--- src/rtl/fnd_scan_ctrl.sv ---
// Memory-mapped seven-segment scan controller for 1..8 common-anode digits.
// Decimal values go through a 32-step shift-add-3 engine. The display
// latch changes only when a conversion finishes or on a hex reload.
// Bus handshake: there is no valid/ready pair. A register write is
// accepted on any rising edge where cs & wr = 1. rdata is a purely
// combinational decode of addr[3:2] and does not depend on cs.
module fnd_scan_ctrl #(
   parameter int NUM_DIGITS  = 4,
   parameter int CLK_HZ      = 100_000_000,
   parameter int SCAN_HZ     = 1000,
   parameter int BLINK_TICKS = 250
) (
   input  logic                  clk,
   input  logic                  rst,
   input  logic                  cs,
   input  logic                  wr,
   input  logic [31:0]           addr,
   input  logic [31:0]           wdata,
   output logic [31:0]           rdata,
   output logic [NUM_DIGITS-1:0] fnd_com,
   output logic [7:0]            fnd_font
);

   localparam int DIV = CLK_HZ / SCAN_HZ;
   localparam int PW  = (DIV > 1) ? $clog2(DIV) : 1;
   localparam int BW  = $clog2(BLINK_TICKS + 1);
   localparam int DW  = 4 * NUM_DIGITS;

   typedef enum logic {CONV_IDLE, CONV_RUN} conv_state_t;

   conv_state_t           state_q, state_d;
   logic [3:0]            fcr_q, fcr_d;
   logic [31:0]           fdr_q, fdr_d;
   logic [NUM_DIGITS-1:0] fdp_q, fdp_d;
   logic [DW-1:0]         disp_q, disp_d;
   logic [31:0]           sh_q, sh_d;
   logic [DW-1:0]         bcd_q, bcd_d;
   logic [4:0]            cnt_q, cnt_d;
   logic [PW-1:0]         presc_q, presc_d;
   logic [2:0]            idx_q, idx_d;
   logic [BW-1:0]         blink_cnt_q, blink_cnt_d;
   logic                  phase_q, phase_d;

   logic                  wr_fcr, wr_fdr, wr_fdp, reload, hex_new;
   logic                  busy, conv_last, tick;
   logic [DW+31:0]        step_val;
   logic [NUM_DIGITS-1:0] zero_from;
   logic [3:0]            cur_dig;
   logic                  cur_dp, cur_blank;
   logic                  unused_addr_bits;

   assign unused_addr_bits = ^{addr[31:4], addr[1:0]};

   // One double-dabble step: adjust every BCD digit >= 5, then shift left.
   // Only the lowest NUM_DIGITS digits are kept, which gives value mod 10^N
   // because adjustments never carry downward.
   function automatic logic [DW+31:0] dd_step(input logic [DW-1:0] b,
                                              input logic [31:0] s);
      logic [DW-1:0] a;
      a = b;
      for (int i = 0; i < NUM_DIGITS; i++) begin
         if (a[4*i +: 4] >= 4'd5) a[4*i +: 4] = a[4*i +: 4] + 4'd3;
      end
      return {a[DW-2:0], s, 1'b0};
   endfunction

   function automatic logic [6:0] seg_font(input logic [3:0] d);
      case (d)
         4'h0: return 7'h40;  4'h1: return 7'h79;
         4'h2: return 7'h24;  4'h3: return 7'h30;
         4'h4: return 7'h19;  4'h5: return 7'h12;
         4'h6: return 7'h02;  4'h7: return 7'h78;
         4'h8: return 7'h00;  4'h9: return 7'h10;
         4'hA: return 7'h08;  4'hB: return 7'h03;
         4'hC: return 7'h46;  4'hD: return 7'h21;
         4'hE: return 7'h06;  default: return 7'h0E;
      endcase
   endfunction

   // Conversion state register
   always_ff @(posedge clk or posedge rst) begin
      if (rst) state_q <= CONV_IDLE;
      else     state_q <= state_d;
   end

   // Conversion next state: a reload always wins over completion
   always_comb begin
      state_d = state_q;
      if (reload)         state_d = hex_new ? CONV_IDLE : CONV_RUN;
      else if (conv_last) state_d = CONV_IDLE;
   end

   // Conversion outputs: BUSY flag and final-step strobe
   always_comb begin
      busy      = (state_q == CONV_RUN);
      conv_last = busy && !reload && (cnt_q == 5'd31);
   end

   // Register writes and display/converter datapath next values
   always_comb begin
      wr_fcr   = cs && wr && (addr[3:2] == 2'd0);
      wr_fdr   = cs && wr && (addr[3:2] == 2'd1);
      wr_fdp   = cs && wr && (addr[3:2] == 2'd2);
      reload   = wr_fcr || wr_fdr;
      fcr_d    = wr_fcr ? wdata[3:0] : fcr_q;
      fdr_d    = wr_fdr ? wdata : fdr_q;
      fdp_d    = wr_fdp ? wdata[NUM_DIGITS-1:0] : fdp_q;
      hex_new  = fcr_d[1];
      step_val = dd_step(bcd_q, sh_q);
      disp_d   = disp_q;
      sh_d     = sh_q;
      bcd_d    = bcd_q;
      cnt_d    = cnt_q;
      if (reload) begin
         if (hex_new) begin
            disp_d = fdr_d[DW-1:0];
         end else begin
            sh_d  = fdr_d;
            bcd_d = '0;
            cnt_d = 5'd0;
         end
      end else if (busy) begin
         bcd_d = step_val[DW+31:32];
         sh_d  = step_val[31:0];
         cnt_d = cnt_q + 5'd1;
         if (conv_last) disp_d = step_val[DW+31:32];
      end
   end

   // Scan prescaler, digit index and blink phase next values
   always_comb begin
      tick        = (presc_q == PW'(DIV - 1));
      presc_d     = tick ? '0 : presc_q + PW'(1);
      idx_d       = idx_q;
      blink_cnt_d = blink_cnt_q;
      phase_d     = phase_q;
      if (tick) begin
         idx_d = (idx_q == 3'(NUM_DIGITS - 1)) ? 3'd0 : idx_q + 3'd1;
         if (blink_cnt_q == BW'(BLINK_TICKS - 1)) begin
            blink_cnt_d = '0;
            phase_d     = ~phase_q;
         end else begin
            blink_cnt_d = blink_cnt_q + BW'(1);
         end
      end
   end

   // All datapath and scan state
   always_ff @(posedge clk or posedge rst) begin
      if (rst) begin
         fcr_q       <= '0;
         fdr_q       <= '0;
         fdp_q       <= '0;
         disp_q      <= '0;
         sh_q        <= '0;
         bcd_q       <= '0;
         cnt_q       <= '0;
         presc_q     <= '0;
         idx_q       <= '0;
         blink_cnt_q <= '0;
         phase_q     <= 1'b0;
      end else begin
         fcr_q       <= fcr_d;
         fdr_q       <= fdr_d;
         fdp_q       <= fdp_d;
         disp_q      <= disp_d;
         sh_q        <= sh_d;
         bcd_q       <= bcd_d;
         cnt_q       <= cnt_d;
         presc_q     <= presc_d;
         idx_q       <= idx_d;
         blink_cnt_q <= blink_cnt_d;
         phase_q     <= phase_d;
      end
   end

   // zero_from[i] = digits i..NUM_DIGITS-1 are all zero
   always_comb begin
      zero_from = '0;
      zero_from[NUM_DIGITS-1] = (disp_q[DW-1 -: 4] == 4'd0);
      for (int i = NUM_DIGITS - 2; i >= 0; i--) begin
         zero_from[i] = zero_from[i+1] && (disp_q[4*i +: 4] == 4'd0);
      end
   end

   // Digit drive and segment font for the current scan index
   always_comb begin
      cur_dig   = 4'd0;
      cur_dp    = 1'b0;
      cur_blank = 1'b0;
      for (int i = 0; i < NUM_DIGITS; i++) begin
         if (idx_q == 3'(i)) begin
            cur_dig   = disp_q[4*i +: 4];
            cur_dp    = fdp_q[i];
            cur_blank = fcr_q[2] && (i != 0) && zero_from[i];
         end
      end
      fnd_font = {~cur_dp, cur_blank ? 7'h7F : seg_font(cur_dig)};
      fnd_com  = '1;
      if (fcr_q[0] && !(fcr_q[3] && phase_q))
         fnd_com = ~(NUM_DIGITS'(1) << idx_q);
   end

   // Register read-back
   always_comb begin
      rdata = '0;
      case (addr[3:2])
         2'd0: rdata[3:0] = fcr_q;
         2'd1: rdata = fdr_q;
         2'd2: rdata[NUM_DIGITS-1:0] = fdp_q;
         default: begin
            rdata[0]    = busy;
            rdata[10:8] = idx_q;
         end
      endcase
   end

endmodule

--- config.mk ---
export PLATFORM = sky130hd
export DESIGN_NAME = fnd_scan_ctrl
export DESIGN_NICKNAME = d
export VERILOG_FILES = /design/src/rtl/fnd_scan_ctrl.sv
export SDC_FILE = /design/constraint.sdc
export NUM_CORES = 1
export LEC_CHECK = 0
export CORE_UTILIZATION = 30
export DETAILED_ROUTE_END_ITERATION = 10
export GPL_ROUTABILITY_DRIVEN = 1
export PLACE_DENSITY = 0.57
export REMOVE_ABC_BUFFERS = 1
export SETUP_SLACK_MARGIN = 0.5
export SYNTH_ARGS = -nofsm -noshare
export SYNTH_HDL_FRONTEND = slang
export SYNTH_SLANG_ARGS = --single-unit
--- constraint.sdc ---
create_clock -name clk -period 5.47 [get_ports clk]
set_input_delay 1.641 -clock clk [delete_from_list [all_inputs] [get_ports clk]]
set_output_delay 1.641 -clock clk [all_outputs]
set_load 0.03 [all_outputs]
==> run_results.csv <==
group,metric,value,unit
global_route,grt_overflow,0,
sta,setup_viol,0,
synth,yosys-top-cells-area,"dfrtp_1 (48%), o21ai_0 (6.6%), mux2_2 (6.2%)",
global_route,grt_pass1_vias,5143,
worst_setup_path,crit_arrival,3.21,ns
floorplan,io_pins,112,
sta,setup_tns,0,ns
worst_setup_path,cp_max_fo,22,
global_route,grt_max_degree,106,
drt,dr.pass1.iters,4,
placed_design,place_inst,1092,
cells_and_area,nets,884,
synth,synthTopCellsByCount,"dfrtp_1 (139), nand2_1 (100), o21ai_0 (95)",
cells_and_area,diodes,0,
worst_setup_path,cp_cell_sequence,"clkdlybuf4s50_1 > buf_4 > nor2b_2 > buf_4 > and2_1 > buf_4",
clock_tree,htree_levels,4,
sta,hold_violations,0,
power,leakage,4.00,nW
synth,syn-cell-area,7220,um^2
drt,via_per_inst,4.64,
worst_setup_path,crit_path_start_kind,"primary input",
power,ir_worst_vdd,0.000216,V
cells_and_area,fillCellCount,2384,
global_route,grt_antenna_before_repair,1,
clock_tree,cts_buffer_depth,2,
drt,drt_iter0_markers,227,
cells_and_area,stdcell_count,1124,
cells_and_area,area_growth,23.9,%
synth,ys_seq_elements,139,
placed_design,port-buffer-count,81,
worst_setup_path,crit_buf_inv,4,
synth,postSynthAreaPerCell,10.1,um^2
clock_tree,worstSkewPairLatency,0.42,ns
min_path,hp-class,"reg -> reg",
sta,whs,0.472,ns
floorplan,die_h,157,um
synth,yosysMostFrequentCell,"dfrtp_1",
worst_setup_path,path_class,"in -> out",
clock_tree,tritoncts,"built",
floorplan,die_area,24700,um^2
floorplan,core_region_area,23500,um^2
floorplan,dieWidth,157,um
worst_setup_path,critical_path.slowest_cell,"clkdlybuf4s50_1",
placed_design,gp_congestion,0.769,
drt,drc,0,
drt,antenna_left,0,
synth,yosys.area.top_type_share,48.1,%
sta,worst_slew_pin_slew,0.950,ns
sta,post-route-period-util,88.7,%
sta,period_needed,4.85,ns
clock_tree,numCtsBuffers,17,
sta,relSlewSlack,36.7,%
synth,syn_inst,712,
synth,ys_seq_area_share,48.1,%
placed_design,dp_hpwl,11.1,mm
worst_setup_path,cp-end-kind,"primary output",
global_route,grt_pass1_wl,26.9,mm
run_status,outcome,"completed",
floorplan,rows,56,
synth,synth_top_area_cell,"dfrtp_1",
drt,wl_per_cell,14.5,um
clock_tree,clockRootBuffer,"clkbuf_16",
synth,async_reset_ff_share,100,%
power,power_density,429,nW/um^2
worst_setup_path,cp.required,3.83,ns
synth,yosysUniqueCellTypes,57,
global_route,grt_usage,14.1,%
sta,rsz0062_at_grt,"no",
synth,synth-main-ff-cell,"dfrtp_1",
sta,max_freq,206,MHz
sta,clock_skew,0.0133,ns
clock_tree,cts.sinks,139,
flow_run,cap_viol_max_count,0,
synth,yosys_warnings,0,
sta,maxSlewViolCount,0,
clock_tree,clk_pin_slew,0.06,ns
drt,dr_total_vias,5219,
worst_setup_path,cp_slowest_stage_delay,0.57,ns
synth,synth_edf_count,0,
drt,wl,16.3,mm
cells_and_area,drive_gt1_share,17.3,%
worst_setup_path,cpMostUsedCell,"buf_4",
worst_setup_path,cp_top_family,"buffers and inverters",
floorplan,start_util,30.7,%
==> kinds of logic (layout without fill, tap and decap cells) <==
logic type	after synthesis	after routing	share of synthesized area (%)
mux	76	76	11.5
simple gates	250	250	17.6
xor+xnor	24	24	2.91
flops	139	139	48.1
fa+ha+maj	23	23	3.98
buf+inv	54	147	3.72
compound gates	146	146	12.1
==> final cells by class <==
| cell class | count | area (um^2) | area share, % |
|---|---|---|---|
| multi-input cells | 519 | 3510 | 39.3 |
| flip-flops and latches | 139 | 3480 | 38.9 |
| repair buffers | 97 | 883 | 9.87 |
| clock buffers | 22 | 484 | 5.41 |
| well taps | 319 | 399 | 4.46 |
| clock inverters | 9 | 111 | 1.24 |
| inverters | 19 | 76.3 | 0.853 |
==> routing by layer <==
layer / vias up / global-route usage (%) / part of all wire (%) / wire [um]
li1: 2629 / - / - / -
met1: 2485 / 19.2 / 50 / 8200
met2: 91 / 22.2 / 45 / 7350
met3: 14 / 3.61 / 3.8 / 626
met4: 0 / 4.02 / 0.91 / 148
met5: - / 0 / 0 / 0
==> report_power, final <==
part	total, mW	switching (mW)	internal (mW)
Sequential	1.49	0.191	1.30
Clock	1.16	0.441	0.718
Combinational	1.19	0.659	0.532
Total	3.84	1.29	2.55
==> final timing paths <==
| check | startpoint | endpoint | slack, ns | depth (start not counted) |
|---|---|---|---|---|
| hold reg to reg | phase_q$_DFFE_PP0P_ | phase_q$_DFFE_PP0P_ | 0.47 | 1 |
| hold / removal | phase_q$_DFFE_PP0P_ | phase_q$_DFFE_PP0P_ | 0.47 | 1 |
| max in group asynchronous | rst | fdr_q[31]$_DFF_PP0_ | 2.82 | 3 |
| setup reg to reg | presc_q[0]$_DFF_PP0_ | idx_q[0]$_DFFE_PP0N_ | 3.26 | 6 |
| min in group asynchronous | rst | fdr_q[1]$_DFF_PP0_ | 1.83 | 2 |
| setup / recovery | addr[2] | rdata[25] | 0.62 | 6 |
==> stage by stage <==
step	worst slack (ns)	utilization (%)	power [mW]	area, um^2
3_5_place_dp	0.317	35.3	2.71	8310
2_1_floorplan	0.104	-	2.30	7030
4_1_cts	0.430	37.8	3.88	8910
5_1_grt	0.504	38.0	4.10	8950
6_report	0.618	38.0	3.84	8950
3_3_place_gp	0.307	35.3	2.69	8310
==> worst reg2reg max path: cells and delay by family (launching register included) <==
kind / cells / cell delay, ns
compound gates: 1 / 0.08
fa+ha+maj: 1 / 0.22
flops: 1 / 0.39
simple gates: 4 / 1.45
==> what timing repair did <==
action | 4_1_cts | 5_1_grt
resized for setup | 10 | 12
setup endpoints to repair | 14 | 7
pin swaps | 0 | 1
hold buffers | 0 | 0
buffers inserted | 0 | 1
==> flip-flops by register name, indices dropped and copies added, names as in the netlist <==
signal       cells
idx_q            3
phase_q          1
busy             1
disp_q          16
sh_q            32
blink_cnt_q      8
fdp_q            4
cnt_q            5
presc_q         17
fdr_q           32
bcd_q           16
fcr_q            4
==> placed cells by master (no fill, tap or decap), types with 7 or more instances in the layout <==
cell and instances:
o21ai_0 94, mux2i_1 31, ha_1 19, inv_1 18
clkdlybuf4s50_1 43, clkbuf_16 17, a21oi_1 14, nor3_1 8
mux2_2 40, xor2_1 11, dfrtp_1 137, nor2_1 31
nand2_1 100, nor2b_1 7, nand2b_1 8, a22o_1 11
dlygate4sd2_1 8, nand3_1 15, and2_1 32, xnor2_1 13
buf_4 40
Note: power is estimated with default switching activity, not from simulation.
